## config.mk

```make
export PLATFORM = sky130hd
export DESIGN_NAME = serial_word_loader
export DESIGN_NICKNAME = d
export VERILOG_FILES = /design/src/rtl/register_harness_pkg.sv /design/src/rtl/serial_word_loader.sv
export SDC_FILE = /design/constraint.sdc
export NUM_CORES = 1
export LEC_CHECK = 0
export ABC_AREA = 1
export BUFFER_PORTS_ARGS = -buffer_cell sky130_fd_sc_hd__buf_2
export CAP_MARGIN = 40
export CORE_MARGIN = 2
export CORE_UTILIZATION = 55
export DETAILED_ROUTE_END_ITERATION = 10
export GPL_TIMING_DRIVEN = 1
export PLACE_DENSITY = 0.89
export SLEW_MARGIN = 30
export SYNTH_ARGS = -nofsm -noshare
export SYNTH_HDL_FRONTEND = slang
export SYNTH_SLANG_ARGS = --single-unit
export TNS_END_PERCENT = 50
```

## constraint.sdc

```tcl
create_clock -name clk -period 4 [get_ports clk]
set_input_delay 0 -clock clk [delete_from_list [all_inputs] [get_ports clk]]
set_output_delay 0 -clock clk [all_outputs]
set_load 0.02 [all_outputs]
```

## src/rtl/register_harness_pkg.sv

```systemverilog
// register_harness_pkg: shared FSM state type and default word width for the serial word loader
package register_harness_pkg;

    localparam int DEFAULT_BITWIDTH = 16;

    typedef enum logic {
        SHIFT,
        FULL
    } state_t;

endpackage

```

## src/rtl/serial_word_loader.sv

```systemverilog
// serial_word_loader: assembles LSB-first serial bits into BITWIDTH-bit words for a downstream register harness
//   clk         rising-edge clock
//   reset       asynchronous active-low reset
//   s_data      serial data bit, LSB of the word first
//   s_valid     s_data is valid this cycle
//   s_ready     loader accepts a serial bit this cycle (low while a complete word waits in the shift register)
//   m_data      assembled output word
//   m_valid     m_data holds an unconsumed word
//   m_ready     downstream takes m_data this cycle
//   clr_overrun synchronous clear of the overrun flag
//   overrun     sticky: a bit was offered while s_ready was low
//   bit_count   bits currently held in the shift register
module serial_word_loader
    import register_harness_pkg::*;
#(
    parameter int BITWIDTH = DEFAULT_BITWIDTH
) (
    input  logic                            clk,
    input  logic                            reset,
    input  logic                            s_data,
    input  logic                            s_valid,
    output logic                            s_ready,
    output logic [BITWIDTH-1:0]             m_data,
    output logic                            m_valid,
    input  logic                            m_ready,
    input  logic                            clr_overrun,
    output logic                            overrun,
    output logic [$clog2(BITWIDTH+1)-1:0]   bit_count
);

    localparam int CW = $clog2(BITWIDTH + 1);
    localparam logic [CW-1:0] LAST_IDX = CW'(BITWIDTH - 1);
    localparam logic [CW-1:0] FULL_CNT = CW'(BITWIDTH);

    state_t              state;
    logic [BITWIDTH-1:0] shift_reg;
    logic [BITWIDTH-1:0] word;
    logic                accept;

    assign s_ready = state == SHIFT;
    assign accept  = s_valid && s_ready;
    // Shift register is cleared whenever a word leaves it, so OR-ing the new bit in is enough
    assign word    = shift_reg | (BITWIDTH'(s_data) << bit_count);

    always_ff @(posedge clk or negedge reset) begin
        if (!reset) begin
            state     <= SHIFT;
            shift_reg <= '0;
            bit_count <= '0;
            m_data    <= '0;
            m_valid   <= 1'b0;
            overrun   <= 1'b0;
        end else begin
            if (s_valid && !s_ready)
                overrun <= 1'b1;
            else if (clr_overrun)
                overrun <= 1'b0;
            // Consumption clears m_valid unless a load below refills it at the same edge
            if (m_ready)
                m_valid <= 1'b0;
            if (state == FULL) begin
                if (m_ready) begin
                    m_data    <= shift_reg;
                    m_valid   <= 1'b1;
                    shift_reg <= '0;
                    bit_count <= '0;
                    state     <= SHIFT;
                end
            end else if (accept) begin
                if (bit_count != LAST_IDX) begin
                    shift_reg <= word;
                    bit_count <= bit_count + 1'b1;
                end else if (!m_valid || m_ready) begin
                    m_data    <= word;
                    m_valid   <= 1'b1;
                    shift_reg <= '0;
                    bit_count <= '0;
                end else begin
                    shift_reg <= word;
                    bit_count <= FULL_CNT;
                    state     <= FULL;
                end
            end
        end
    end

endmodule

```

# ---- Word level (Yosys, flattened, before mapping)
# Index checks and enable logic that the tools add are counted.
dict set report totals {
  romBits 0
  input_bits 6
  elab_cells 50
  latchBits 0
  register_bits 40
  mem_count 0
  mem_bits_rw 0
  output_inout_bits 24
}
dict set report classes {
  magnitude_cmp 0
  n_addsub 1
  div_mod_pow 0
  mux 28
  shifts 1
  n_reduce_logical 9
  bitwise 2
  n_mul 0
  eq_ne 3
}
# op n
set op_table {}
lappend op_table {{2-to-1 mux 16 bit} 10}
lappend op_table {{2-to-1 mux 5 bit} 5}
lappend op_table {{OR 16 bit} 1}
lappend op_table {{<< shifter 1 x 5 -> 16 bit} 1}
lappend op_table {{2-to-1 mux 1 bit} 13}
lappend op_table {{nonzero test 2 bit} 3}
lappend op_table {{adder 5 x 1 -> 5 bit (second input constant)} 1}
lappend op_table {{!= test 5 x 4 -> 1 bit (second input constant)} 1}
lappend op_table {{!= test 2 bit (second input constant)} 2}
lappend op_table {{AND reduction 4 bit} 1}
lappend op_table {{logical AND 1 bit} 2}
lappend op_table {{AND reduction 2 bit} 1}
lappend op_table {{logical NOT 1 bit} 1}
lappend op_table {{logical OR 1 bit} 1}
lappend op_table {{NOT 1 bit} 1}

# ---- Logic depth before layout (Yosys ltp)
dict set report depth {
  word_depth 6
  mapped_depth 9
  mapped_depth_nobuf 8
}

# ---- Worst setup path before layout
# Ideal clock, no wire load.
dict set report synth_path {
  path_type {register to register}
  from {register bit_count[0]}
  to {register m_data[10]}
  stages_incl_launch_ff 10
  required_ns 3.883
  slack_ns 2.441
  synth_period_minus_slack_ns 1.559
  setup_time_ns 0.117
  n_path_buf 1
  t_arrival_ns 1.442
  path_cell_list {dfrtp_1 > ha_1 > nand2_1 > inv_1 > nand3_2 > nand2_1 > nand2_2 > buf_2 > nand2_1 > nand2_1}
}
dict set report synth_between {
  elab_chain_len 6
  word_cells_on_any_way 9
  cone_classes {2 x eq/ne; 1 x shift; 4 x mux; 1 x bitwise; 1 x reduce/logical}
}
# item line_no
set synth_lines {}
lappend synth_lines {{start: declaration} serial_word_loader.sv:28} ;# output logic [$clog2(BITWIDTH+1)-1:0] bit_count
lappend synth_lines {{start signal: assignment} serial_word_loader.sv:72} ;# bit_count <= bit_count + 1'b1;
lappend synth_lines {{<< shifter 1 x 5 -> 16 bit} serial_word_loader.sv:43} ;# assign word = shift_reg | (BITWIDTH'(s_data) << bit_count);
lappend synth_lines {{OR 16 bit} serial_word_loader.sv:43}
lappend synth_lines {{2-to-1 mux 16 bit} serial_word_loader.sv:73} ;# end else if (!m_valid || m_ready) begin
lappend synth_lines {{2-to-1 mux 16 bit} serial_word_loader.sv:70} ;# if (bit_count != LAST_IDX) begin
lappend synth_lines {{2-to-1 mux 16 bit} serial_word_loader.sv:69} ;# end else if (accept) begin
lappend synth_lines {{2-to-1 mux 16 bit} serial_word_loader.sv:61} ;# if (state == FULL) begin
lappend synth_lines {{end signal: assignment} serial_word_loader.sv:63} ;# m_data <= shift_reg;
lappend synth_lines {{end signal: assignment} serial_word_loader.sv:74} ;# m_data <= word;
lappend synth_lines {{end: declaration} serial_word_loader.sv:23} ;# output logic [BITWIDTH-1:0] m_data,
# Several ways; a longest one is shown, not always the timed one. The select of a mux whose other input is x is not followed.
# A chain may end at the register's enable or synchronous reset.

# ---- Final worst setup path
dict set report layout_path {
  from {register state}
  to {register m_data[13]}
}
dict set report layout_between {
  elab_chain_len 4
  word_cells_on_any_way 8
  cone_classes {2 x eq/ne; 1 x mux; 1 x bitwise; 4 x reduce/logical}
}
# item line_no
set layout_lines {}
lappend layout_lines {{start: declaration} serial_word_loader.sv:35} ;# state_t state;
lappend layout_lines {{start signal: assignment} serial_word_loader.sv:47} ;# state <= SHIFT;
lappend layout_lines {{start signal: assignment} serial_word_loader.sv:67} ;# state <= SHIFT;
lappend layout_lines {{start signal: assignment} serial_word_loader.sv:81} ;# state <= FULL;
lappend layout_lines {{NOT 1 bit} serial_word_loader.sv:40} ;# assign s_ready = state == SHIFT;
lappend layout_lines {{logical AND 1 bit} serial_word_loader.sv:41} ;# assign accept = s_valid && s_ready;
lappend layout_lines {{nonzero test 2 bit (no line)} --}
lappend layout_lines {{AND reduction 4 bit (no line)} --}
# Several ways; a longest one is shown, not always the timed one.

==> results.json <==
{
  "layout-drive-gt1-share": 0.152,
  "syn_avg_cell_area_um2": 7.52,
  "fp.dieH_um": 64.6,
  "numCtsBuffers": 5,
  "detailedPlace.worstSlack_ns": 2.13,
  "number_of_primary_i_o_pins": 30,
  "clkLatencyLatePin_ns": 0.30,
  "floorplan.initialDensity": 0.561,
  "critPathRequiredTime_ns": 4.24,
  "coreArea_um2": 3610,
  "drt_wl_total_um": 4100,
  "dpl.hpwl_um": 2880,
  "area_growth_syn_to_layout_pct": 17.8,
  "static-leakage-power_nw": 1.38,
  "violation_count_after_the_first_detailed_route_iteration": 158,
  "timing.hold.worst.class": "primary input to asynchronous set/reset pin",
  "dieArea_um2": 4180,
  "finClkSkew_ns": 0.00594,
  "drt-pass1-iter-count": 4,
  "post_cts_repair_timing_setup_buffer_count": 0,
  "final.fill_count": 295,
  "vias_per_cell": 5.02,
  "ctsRootBufferMaster": "sky130_fd_sc_hd__clkbuf_8",
  "synthMuxAreaShare": 0,
  "gpl_congestion": 0.806,
  "totalNegativeSetupSlack_ns": 0,
  "drtAntennaViolNets": 0,
  "rsz0062_at_grt": "false",
  "fin_ws_ns": 2.09,
  "cap_violations": 0,
  "worst-endpoint-arrival_ns": 2.14,
  "reg2reg_depth": 5,
  "htree_num_levels": 2,
  "synth_top_family_by_area": "simple AND/OR/NAND/NOR gates",
  "vias": 1757,
  "global_route.usage.total": 0.224,
  "io_buffer_count": 29,
  "critical_path_launch_point_type": "flop",
  "cp_max_fo": 32,
  "clock.fmax_mhz": 524,
  "ctsResizeCount": 0,
  "yosys.area_share.simple": 0.341,
  "timing.hold.ws_ns": 0.202,
  "timing.final.hold_violations": 0,
  "grt_overflow_total": 0,
  "cellPowerDensity_nw_per_um2": 756,
  "ir_drop_mv": 0.300,
  "global_route_wire_length_before_repair_um": 7020,
  "antenna_found_initial": 0,
  "timing_max_transition_violations_final": 0,
  "synth_seq_cells": 40,
  "worst_case_headroom_to_the_max_slew_limit": 0.541,
  "antennaDiodeCount": 0,
  "finalNetCount": 309,
  "cts_sinks": 40,
  "final_min_period_over_clock_period": 0.477,
  "chipWidth_um": 64.6,
  "netlist_area_before_placement_um2": 2020,
  "synth-seq-area-share": 0.495,
  "max_slew.worst_pin.slew_ns": 0.688,
  "grt_pass1_vias": 1562,
  "synthesis.nets": 276,
  "ys_warn_count": 0,
  "synth_compound_area_frac": 0.0439,
  "synthAdderAreaFrac": 0.00619,
  "routedWlPerCell_um": 11.7,
  "synth_cell_types": 22,
  "finish.utilization": 0.660,
  "clock_tree.buffer_depth": 2,
  "worstSetupEndpointType": "flop",
  "clk_transition_reported_paths_ns": 0.07,
  "std_cell_rows": 22,
  "grt_start_max_net_pins": 33,
  "syn_inst": 269,
  "worst-setup-path-type": "flop to flop",
  "drc_violation_count_after_routing": 0,
  "setup_viol": 0,
  "cts-hold-fix-buffers": 5,
  "status": "finished, final reports clean",
  "finalWorstPathRequiredPeriod_ns": 1.91,
  "synth_xor_xnor_area_share": 0.00433,
  "cts_tree": "done"
}
[worst max-delay path, stage by stage (launching register included)]
cell	delay, ns
sky130_fd_sc_hd__dfrtp_1	0.42
sky130_fd_sc_hd__inv_1	0.53
sky130_fd_sc_hd__nand2_1	0.18
sky130_fd_sc_hd__nand2_2	0.48
sky130_fd_sc_hd__nand2_1	0.12
sky130_fd_sc_hd__nand2_1	0.10
[where the power goes]
group | switching, W | total [W] | leakage, nW | internal, W
clock network | 0.000133 | 0.000379 | 0.0642 | 0.000245
logic | 0.000484 | 0.000723 | 0.821 | 0.000239
registers | 0.000116 | 0.000699 | 0.490 | 0.000583
[layout make-up]
cell class	count	area [um2]	area share
repair buffers	36	230	0.0967
clock inverters	2	60.1	0.0252
well taps	48	60.1	0.0252
clock buffers	5	68.8	0.0289
flip-flops and latches	40	1000	0.420
inverters	43	161	0.0678
multi-input cells	176	800	0.336
[synthesized netlist by cell type]
cell type	number	area (um2)
sky130_fd_sc_hd__nand4_1	8	50.1
sky130_fd_sc_hd__ha_1	1	12.5
sky130_fd_sc_hd__a21oi_4	1	16.3
sky130_fd_sc_hd__nand3_2	1	10.0
sky130_fd_sc_hd__buf_4	2	15.0
sky130_fd_sc_hd__xor2_1	1	8.76
sky130_fd_sc_hd__a21oi_2	1	8.76
sky130_fd_sc_hd__dfrtp_1	40	1000
sky130_fd_sc_hd__nor2_1	11	41.3
sky130_fd_sc_hd__inv_2	1	3.75
sky130_fd_sc_hd__o21ai_0	9	45.0
sky130_fd_sc_hd__nand3_1	31	155
sky130_fd_sc_hd__buf_6	1	11.3
sky130_fd_sc_hd__buf_2	6	30.0
sky130_fd_sc_hd__nand2_1	105	394
sky130_fd_sc_hd__nand2_2	2	12.5
sky130_fd_sc_hd__o22ai_1	3	18.8
sky130_fd_sc_hd__clkinv_1	1	3.75
sky130_fd_sc_hd__inv_1	41	154
sky130_fd_sc_hd__nor2_2	1	6.26
sky130_fd_sc_hd__nor2_8	1	20.0
sky130_fd_sc_hd__buf_1	1	3.75
[per-stage QoR]
step	instances	area [um2]	power, W
after floorplan	269	2020	0.00121
after global placement	336	2170	0.00138
after CTS	350	2380	0.00181
final	350	2380	0.00180
after global routing	350	2380	0.00194
after detailed placement	338	2200	0.00143
[routing by layer]
| metal | track usage | part of all wire | up-vias | wire [um] |
|---|---|---|---|---|
| li1 | - | - | 894 | - |
| met1 | 0.268 | 0.44 | 812 | 1790 |
| met2 | 0.375 | 0.50 | 41 | 2060 |
| met3 | 0.0469 | 0.035 | 10 | 143 |
| met4 | 0.128 | 0.025 | 0 | 103 |
| met5 | 0 | 0 | - | 0 |
[cell usage in the layout (no fill, tap or decap), drive strengths merged]
cell type	instances
nand2	107
inv	42
dfrtp	40
nand3	32
buf	31
nor2	13
o21ai	9
nand4	8
clkbuf	5
dlygate4sd3	5
o22ai	3
bufinv	2
a21oi	2
clkinv	1
xor2	1
ha	1
[cell families after synthesis]
group,count (synthesis)
buf+inv,53
flops,40
simple gates,160
fa+ha+maj,1
xor+xnor,1
compound gates,14
[worst paths after layout]
path	startpoint	end	slack, ns
min	reset	m_data[1]	0.20
max	state	m_data[13]	2.09
min in group clk	s_data	m_data[12]	0.22
max in group asynchronous	reset	shift_reg[6]	3.33
max reg2reg	state	m_data[13]	2.09
min reg2reg	m_data[0]	m_data[0]	0.48
(Power assumes the default switching activity.)
